==> config.mk <==
export PLATFORM = sky130hd
export DESIGN_NAME = ps2_host_tx_flat
export DESIGN_NICKNAME = d
export VERILOG_FILES = /design/src/rtl/ps2_host_tx_if.sv /design/src/rtl/ps2_host_tx.sv /design/src/flat_wrapper.sv
export SDC_FILE = /design/constraint.sdc
export NUM_CORES = 1
export LEC_CHECK = 0
export BUFFER_PORTS_ARGS = -buffer_cell sky130_fd_sc_hd__buf_2
export CELL_PAD_IN_SITES_DETAIL_PLACEMENT = 0
export CELL_PAD_IN_SITES_GLOBAL_PLACEMENT = 1
export CORE_UTILIZATION = 51
export DETAILED_ROUTE_END_ITERATION = 8
export MAX_ROUTING_LAYER = met4
export PLACE_DENSITY_LB_ADDON = 0.1
export RECOVER_POWER = 50
export SKIP_LAST_GASP = 1
export SYNTH_ARGS = -nofsm -noshare
export SYNTH_HDL_FRONTEND = slang
export SYNTH_SLANG_ARGS = --single-unit
==> constraint.sdc <==
create_clock -name CLK -period 6.2 [get_ports CLK]
set_input_delay 0.31 -clock CLK [delete_from_list [all_inputs] [get_ports CLK]]
set_output_delay 0.31 -clock CLK [all_outputs]
set_load 0.02 [all_outputs]
==> src/rtl/ps2_host_tx_if.sv <==
// ps2_host_tx_if: command handshake, PS/2 line levels/drives and status of ps2_host_tx.
// master = controller/bench side, slave = the transmitter.
interface ps2_host_tx_if;
    logic [7:0] CmdData;
    logic       CmdValid;
    logic       CmdReady;
    logic       PS2CLK_IN;
    logic       PS2DATA_IN;
    logic       PS2CLK_DRIVE_LOW;
    logic       PS2DATA_DRIVE_LOW;
    logic       Busy;
    logic       Done;
    logic       Ack;
    logic       Fail;

    modport master (
        output CmdData, CmdValid, PS2CLK_IN, PS2DATA_IN,
        input  CmdReady, PS2CLK_DRIVE_LOW, PS2DATA_DRIVE_LOW, Busy, Done, Ack, Fail
    );

    modport slave (
        input  CmdData, CmdValid, PS2CLK_IN, PS2DATA_IN,
        output CmdReady, PS2CLK_DRIVE_LOW, PS2DATA_DRIVE_LOW, Busy, Done, Ack, Fail
    );
endinterface

==> src/rtl/ps2_host_tx.sv <==
// ps2_host_tx: host-to-device PS/2 transmitter. Sends one command byte per handshake:
// inhibit, request-to-send, 8 data + odd parity + stop shifted out on device clock
// falling edges, then device ACK capture. Lines are only ever pulled low or released.
// Build option: define PS2_TX_RETRY_EN to retry a failed attempt up to MAX_RETRIES times.
module ps2_host_tx #(
    parameter int unsigned INHIBIT_CYCLES = 10000,
    parameter int unsigned TIMEOUT_CYCLES = 2000000,
    parameter int unsigned MAX_RETRIES    = 2
) (
    input logic          CLK,
    input logic          RST,
    ps2_host_tx_if.slave bus
);
    typedef enum logic [2:0] {
        StIdle, StInhibit, StRts, StShift, StAck, StWaitIdle, StFinish
    } state_t;

    state_t      state_q;
    logic [9:0]  frame_q;      // {stop, parity, data}, sent LSB first
    logic [3:0]  bit_q;
    logic [31:0] cnt_q;        // inhibit count, then timeout count
    logic        ack_seen_q;
    logic        clk_s1_q, clk_s2_q, clk_prev_q;
    logic        data_s1_q, data_s2_q;
    logic        clk_drive_q, data_drive_q;
    logic        ready_q, done_q, ack_q, fail_q;

    logic fall, lines_idle, timed, abort, fail_now, can_retry;

    // Two-flop synchronisers plus a delayed copy of the clock for edge detection.
    always_ff @(posedge CLK or posedge RST) begin
        if (RST) begin
            clk_s1_q   <= 1'b1;
            clk_s2_q   <= 1'b1;
            clk_prev_q <= 1'b1;
            data_s1_q  <= 1'b1;
            data_s2_q  <= 1'b1;
        end else begin
            clk_s1_q   <= bus.PS2CLK_IN;
            clk_s2_q   <= clk_s1_q;
            clk_prev_q <= clk_s2_q;
            data_s1_q  <= bus.PS2DATA_IN;
            data_s2_q  <= data_s1_q;
        end
    end

    // Edge, idle and abort decodes.
    always_comb begin
        fall       = clk_prev_q & ~clk_s2_q;
        lines_idle = clk_s2_q & data_s2_q;
        timed      = state_q inside {StRts, StShift, StAck, StWaitIdle};
        abort      = timed && (cnt_q == 32'd0) && !fall
                     && !(state_q == StWaitIdle && lines_idle);
        fail_now   = abort || (state_q == StFinish && !ack_seen_q);
    end

`ifdef PS2_TX_RETRY_EN
    logic [31:0] retry_q;

    assign can_retry = (retry_q < MAX_RETRIES);

    // Attempts used for the current command; cleared on each new handshake.
    always_ff @(posedge CLK or posedge RST) begin
        if (RST) begin
            retry_q <= 32'd0;
        end else if (state_q == StIdle && bus.CmdValid) begin
            retry_q <= 32'd0;
        end else if (fail_now && can_retry) begin
            retry_q <= retry_q + 32'd1;
        end
    end
`else
    // Single attempt only: retries are never granted, whatever MAX_RETRIES says.
    assign can_retry = (MAX_RETRIES == 32'd0) && 1'b0;
`endif

    // Main transfer FSM with registered line drives and status pulses.
    always_ff @(posedge CLK or posedge RST) begin
        if (RST) begin
            state_q      <= StIdle;
            frame_q      <= '0;
            bit_q        <= '0;
            cnt_q        <= '0;
            ack_seen_q   <= 1'b0;
            clk_drive_q  <= 1'b0;
            data_drive_q <= 1'b0;
            ready_q      <= 1'b1;
            done_q       <= 1'b0;
            ack_q        <= 1'b0;
            fail_q       <= 1'b0;
        end else begin
            done_q <= 1'b0;
            ack_q  <= 1'b0;
            fail_q <= 1'b0;
            if (fail_now) begin
                data_drive_q <= 1'b0;
                ack_seen_q   <= 1'b0;
                bit_q        <= '0;
                if (can_retry) begin
                    // Same frame again, starting from a fresh inhibit.
                    state_q     <= StInhibit;
                    clk_drive_q <= 1'b1;
                    cnt_q       <= INHIBIT_CYCLES - 32'd1;
                end else begin
                    state_q     <= StIdle;
                    clk_drive_q <= 1'b0;
                    ready_q     <= 1'b1;
                    done_q      <= 1'b1;
                    fail_q      <= 1'b1;
                end
            end else begin
                unique case (state_q)
                    StIdle: begin
                        if (bus.CmdValid) begin
                            frame_q     <= {1'b1, ~^bus.CmdData, bus.CmdData};
                            cnt_q       <= INHIBIT_CYCLES - 32'd1;
                            clk_drive_q <= 1'b1;
                            ready_q     <= 1'b0;
                            bit_q       <= '0;
                            ack_seen_q  <= 1'b0;
                            state_q     <= StInhibit;
                        end
                    end
                    StInhibit: begin
                        if (cnt_q == 32'd0) begin
                            clk_drive_q  <= 1'b0;
                            data_drive_q <= 1'b1;   // start bit
                            cnt_q        <= TIMEOUT_CYCLES - 32'd1;
                            state_q      <= StRts;
                        end else begin
                            cnt_q <= cnt_q - 32'd1;
                        end
                    end
                    StRts: begin
                        if (fall) begin
                            data_drive_q <= ~frame_q[0];
                            bit_q        <= 4'd1;
                            cnt_q        <= TIMEOUT_CYCLES - 32'd1;
                            state_q      <= StShift;
                        end else begin
                            cnt_q <= cnt_q - 32'd1;
                        end
                    end
                    StShift: begin
                        if (fall) begin
                            data_drive_q <= ~frame_q[bit_q];
                            cnt_q        <= TIMEOUT_CYCLES - 32'd1;
                            if (bit_q == 4'd9) begin
                                state_q <= StAck;   // stop bit now on the line
                            end else begin
                                bit_q <= bit_q + 4'd1;
                            end
                        end else begin
                            cnt_q <= cnt_q - 32'd1;
                        end
                    end
                    StAck: begin
                        if (fall) begin
                            ack_seen_q <= ~data_s2_q;
                            cnt_q      <= TIMEOUT_CYCLES - 32'd1;
                            state_q    <= StWaitIdle;
                        end else begin
                            cnt_q <= cnt_q - 32'd1;
                        end
                    end
                    StWaitIdle: begin
                        if (lines_idle) begin
                            state_q <= StFinish;
                        end else if (fall) begin
                            cnt_q <= TIMEOUT_CYCLES - 32'd1;
                        end else begin
                            cnt_q <= cnt_q - 32'd1;
                        end
                    end
                    StFinish: begin
                        // NACK is handled by fail_now; only the ACK case lands here.
                        done_q  <= 1'b1;
                        ack_q   <= 1'b1;
                        ready_q <= 1'b1;
                        state_q <= StIdle;
                    end
                    default: state_q <= StIdle;
                endcase
            end
        end
    end

    assign bus.CmdReady          = ready_q;
    assign bus.Busy              = ~ready_q;
    assign bus.PS2CLK_DRIVE_LOW  = clk_drive_q;
    assign bus.PS2DATA_DRIVE_LOW = data_drive_q;
    assign bus.Done              = done_q;
    assign bus.Ack               = ack_q;
    assign bus.Fail              = fail_q;
endmodule

==> src/flat_wrapper.sv <==
// flat-port wrapper written by rule: the top's interface ports become plain ports
module ps2_host_tx_flat 
#(
    parameter int unsigned INHIBIT_CYCLES = 10000,
    parameter int unsigned TIMEOUT_CYCLES = 2000000,
    parameter int unsigned MAX_RETRIES    = 2
)
  (CLK, RST, bus_CmdData, bus_CmdValid, bus_PS2CLK_IN, bus_PS2DATA_IN, bus_CmdReady, bus_PS2CLK_DRIVE_LOW, bus_PS2DATA_DRIVE_LOW, bus_Busy, bus_Done, bus_Ack, bus_Fail);
  ps2_host_tx_if bus_i ();
  input logic CLK;
  input logic RST;
  input wire logic [$bits(bus_i.CmdData)-1:0] bus_CmdData;
  input wire logic [$bits(bus_i.CmdValid)-1:0] bus_CmdValid;
  input wire logic [$bits(bus_i.PS2CLK_IN)-1:0] bus_PS2CLK_IN;
  input wire logic [$bits(bus_i.PS2DATA_IN)-1:0] bus_PS2DATA_IN;
  output wire logic [$bits(bus_i.CmdReady)-1:0] bus_CmdReady;
  output wire logic [$bits(bus_i.PS2CLK_DRIVE_LOW)-1:0] bus_PS2CLK_DRIVE_LOW;
  output wire logic [$bits(bus_i.PS2DATA_DRIVE_LOW)-1:0] bus_PS2DATA_DRIVE_LOW;
  output wire logic [$bits(bus_i.Busy)-1:0] bus_Busy;
  output wire logic [$bits(bus_i.Done)-1:0] bus_Done;
  output wire logic [$bits(bus_i.Ack)-1:0] bus_Ack;
  output wire logic [$bits(bus_i.Fail)-1:0] bus_Fail;
  assign bus_i.CmdData = bus_CmdData;
  assign bus_i.CmdValid = bus_CmdValid;
  assign bus_i.PS2CLK_IN = bus_PS2CLK_IN;
  assign bus_i.PS2DATA_IN = bus_PS2DATA_IN;
  assign bus_CmdReady = bus_i.CmdReady;
  assign bus_PS2CLK_DRIVE_LOW = bus_i.PS2CLK_DRIVE_LOW;
  assign bus_PS2DATA_DRIVE_LOW = bus_i.PS2DATA_DRIVE_LOW;
  assign bus_Busy = bus_i.Busy;
  assign bus_Done = bus_i.Done;
  assign bus_Ack = bus_i.Ack;
  assign bus_Fail = bus_i.Fail;
  ps2_host_tx #(.INHIBIT_CYCLES(INHIBIT_CYCLES), .TIMEOUT_CYCLES(TIMEOUT_CYCLES), .MAX_RETRIES(MAX_RETRIES)) u_core (.CLK(CLK), .RST(RST), .bus(bus_i));
endmodule
### Yosys cells after proc, flatten, opt, wreduce, memory -nomap -nowiden

Cells that the tools add are included.

* memories kept: 0
* input bits: 13
* logic and storage cells: 113
* ROM bits: 0
* bits in latches: 0
* output and inout bits: 7
* bits in registers: 61
* bits in writable memories: 0

* divide/modulo/power cells: 0
* multipliers: 0
* $lt $le $gt $ge: 1
* muxes and demuxes: 41
* $add $sub $neg: 2
* reductions and logical operators: 28
* equal/unequal tests: 17
* shift-type cells: 0
* bitwise gates (word level): 8

Operator list (count)
* two-way mux 32 bit: 4
* case mux 32 bit (4 select lines): 1
* zero test 32 bit: 1
* subtractor 32 x 1 -> 32 bit (second input constant): 1
* two-way mux 3 bit: 8
* two-way mux 4 bit: 5
* case mux 3 bit (6 select lines): 1
* two-way mux 1 bit: 16
* nonzero test 4 bit: 4
* inequality test 3 x 1 -> 1 bit (second input constant): 5
* case mux 4 bit (3 select lines): 1
* == test 3 bit (second input constant): 3
* inequality test 3 x 2 -> 1 bit (second input constant): 3
* AND reduction 3 bit: 3
* nonzero test 3 bit: 3
* AND reduction 4 bit: 2
* XNOR reduction 8 bit: 1
* AND reduction 7 bit: 1
* == test 3 x 2 -> 1 bit (second input constant): 2
* NOT 1 bit: 6
* case mux 1 bit (2 select lines): 3
* logical AND 1 bit: 5
* less-than comparator 4 x 5 -> 1 bit (second input constant): 1
* AND reduction 5 bit: 1
* 12 further kinds: 16

### Depth between registers and ports, before layout

* word-level depth: 8
* depth in mapped cells: 11

### Least setup slack after synthesis

Ideal clock, no wire load.

* path type: reg-to-reg
* start point: register u_core.cnt_q[0]
* end point: register u_core.cnt_q[24]
* path buffers: 1
* path slack: 4025 ps
* library setup time: 121 ps
* arrival time: 2054 ps
* period minus slack after synthesis: 2175 ps
* cell stages (with the launch flop): 10
* data required time: 6079 ps
* cell sequence: dfrtp_1 > clkbuf_1 > inv_1 > ha_1 > nor3b_2 > nand4_1 > or4_4 > nor3_1 > o21ai_0 > a22o_1

* word-level cells in the longest chain between the ends: 7

Ends and longest elaborated chain
* from (decl): RTL line ps2_host_tx.sv:21 `logic [31:0] cnt_q;`
* from (signal assigned): RTL line ps2_host_tx.sv:103 `cnt_q <= INHIBIT_CYCLES - 32'd1;`
* from (signal assigned): RTL line ps2_host_tx.sv:116 `cnt_q <= INHIBIT_CYCLES - 32'd1;`
* from (signal assigned): RTL line ps2_host_tx.sv:128 `cnt_q <= TIMEOUT_CYCLES - 32'd1;`
* parallel branches: the longest is 7 deep, another holds subtractor 32 x 1 -> 32 bit

Parallel ways; which one is timed is not known. The select of a mux whose other input is x is not followed.
A chain may end at the register's enable or synchronous reset.

==> impl_metrics.yaml <==
cts:
  cts_tree: "done"
  clock_sinks: 61
  htree_levels: 3
  cts-root-buf: "clkbuf_8"
  clk_path_buf_depth: 2
  cts_setup_buffers: 0
  cts_resized: 0
  clock_latency_ns: 0.35
  cts_buffers: 9
  clkTransAtPathRegs_ns: 0.07
  cts_hold_buf: 0
synth:
  synth.top_cell.area_share: 0.383
  synth.area.top_cells: "dfrtp_1, o21ai_0, nand2_1"
  synth_top_area_cell: "dfrtp_1"
  yosysSeqAreaShare: 0.427
  synth_cell_types: 69
  synth_area_um2: 3590
  synth_edf_count: 0
  netlist_instances: 398
  syn_nets: 415
  yosys_warnings: 0
  synth_ff_type: "dfrtp_1"
  syn_area_per_cell_um2: 9.03
  ys_async_sr_fraction: 1.00
  synth-seq-cells: 61
sta:
  whs_ns: 0.0626
  tightest_slew_ns: 3.34
  setup_viol: 0
  relSlewSlack: -1.22
  max_freq_mhz: 320
  fin_crit_sh: 0.504
  fin_worst_skew_ns: 0.0100
  finalHoldViolCount: 0
  fin_setup_tns_ns: 0
  period_needed_ns: 3.12
  rsz0062_at_grt: "false"
  finalMaxSlewViolations: 62
placed_design:
  portBuffers: 19
  place_area_um2: 3680
  hpwl_mm: 5.76
  globalplace.congestion: 0.849
grt:
  grt.total_usage: 0.257
  grt_max_degree: 62
  grt_pass1_wl_mm: 14.2
  antenna_found_initial: 0
  overflow: 0
  grt_pass1_vias: 2879
setup_path:
  worstPathCellList: "buf_2 -> inv_1 -> clkbuf_1"
  end_kind: "asynchronous set/reset pin"
  start_kind: "input port"
  worstPathRequired_ns: 5.91
  rrSetupSlack_ns: 3.18
  slowest_stage: "clkbuf_1"
  cp_max_fo: 61
  cpPeakStageDelay_ns: 2.34
  path_class: "input port to asynchronous set/reset pin"
  cp.arrival_ns: 2.83
pwr:
  seqPwrFrac: 0.423
  p_total_uw: 1290
  internal_power_uw: 815
  vdd_ir_drop_max_mv: 0.212
  p_per_area_nw_per_um2: 331
  switchingPower_uw: 474
  sw_frac_of_total: 0.368
  combPwrFrac: 0.274
  p_clk_frac: 0.303
  leakagePower_uw: 0.00171
cells_and_area:
  drive_gt1_frac: 0.148
  final_nets: 424
  area.growth.synth_to_final_pct: 8.36
  antenna_cells: 0
  fin_area_um2: 3890
die:
  design.core.area_um2: 6790
  pin_count: 20
  fp.dieArea_um2: 7380
  num_rows: 30
  start_util: 0.529
  die_width_um: 85.9
  die_h_um: 85.9
outcome:
  status: "complete, but fails checks"
  violations: "capacitance limit, slew limit"
detailed_routing:
  wl_per_cell_um: 16.5
  finalWirelength_mm: 8.40
  drt-pass1-iter-count: 4
  via_per_inst: 5.93
  drc: 0
  ant_nets: 0
  routed-via-count: 3011
  drtIter0Drc: 201
flow_run:
  maxCapViolCount: 1
min_path:
  min-delay-path-class: "input port to flip-flop"
cell type report:
class                           instances  area, µm²
Timing Repair Buffer                   20       98.8
Tap cell                               96        120
Multi-Input combinational cell        303       1880
Clock inverter                          6       86.3
Inverter                               12       45.0
Fill cell                             613       2900
Sequential cell                        61       1530
Clock buffer                           10        128
cell usage in the layout (no fill, tap or decap), drive strengths merged, types with 11 or more instances in the layout:
cell type | synthesis | layout
a21oi | 25 | 25
nand2 | 55 | 55
nor4 | 14 | 14
nor3 | 17 | 17
buf | 13 | 19
dfrtp | 55 | 55
clkbuf | 9 | 11
inv | 12 | 13
nor2 | 30 | 30
o21ai | 49 | 49
state kept, by name (all words and copies together), names as in the netlist, 3 cells and up:
signal and flops:
u_core.bit_q 4, u_core.cnt_q 32, u_core.state_q 3, u_core.frame_q 10
logic make-up after synthesis:
family	count (synthesis)	synth area share
AOI/OAI and AO/OA	129	0.238
xor gates and xnor gates	7	0.0171
adders and majority gates	4	0.0139
buffers and inverters	34	0.0495
DFF	61	0.427
muxes	4	0.0181
and+or+nand+nor	159	0.237
synthesized netlist by cell type (3+ instances only):
master     count
dfrtp_1       55
nand2_1       54
o21ai_0       42
nor2_1        29
a21oi_1       24
nor3_1        16
inv_1         12
nor4_1        12
clkbuf_1       9
a22o_1         8
o31ai_1        8
a31oi_1        7
nand2b_1       7
dfstp_2        6
nand3_1        6
xnor2_1        6
buf_6          5
a21o_1         4
a2bb2oi_1      4
and2_1         4
buf_2          4
ha_1           4
nor2b_1        4
o21ai_2        4
nand4_1        3
o21ai_1        3
o22ai_1        3
o41ai_1        3
final timing paths:
| path | start | to | depth (start not counted) |
|---|---|---|---|
| setup / recovery | RST | u_core.cnt_q[28] | 3 |
| hold reg to reg | u_core.data_s1_q | u_core.data_s2_q | 0 |
| max in group CLK | u_core.cnt_q[16] | u_core.cnt_q[8] | 6 |
| setup reg to reg | u_core.cnt_q[16] | u_core.cnt_q[8] | 6 |
| min in group asynchronous | RST | u_core.cnt_q[15] | 3 |
| hold / removal | bus_PS2DATA_IN | u_core.data_s1_q | 1 |
metal layers:
metal  track usage  vias up  share of wire
li1              -     1478              -
met5             -        -              0
met3        0.0510       12          0.037
met1         0.335     1467           0.46
met4        0.0848        0          0.017
met2         0.401       54           0.49
stage by stage:
stage / worst slack [ns] / utilization / instances
final: 3.08 / 0.573 / 508
after global routing: 2.30 / 0.573 / 508
after CTS: 3.21 / 0.573 / 508
after detailed placement: 3.22 / 0.542 / 492
after global placement: 3.31 / 0.542 / 492
after floorplan: 4.02 / - / 398
power groups by stage:
stage | Combinational, µW | Clock (µW) | Sequential [µW]
final | 353 | 391 | 545
after global routing | 399 | 417 | 556
after CTS | 356 | 400 | 544
after detailed placement | 356 | 0 | 550
after global placement | 351 | 0 | 549
after floorplan | 346 | 0 | 500
critical path, delay by kind of cell:
kind	cells	cell delay, ns
buffers and inverters	3	2.47
(Power assumes the default switching activity.)
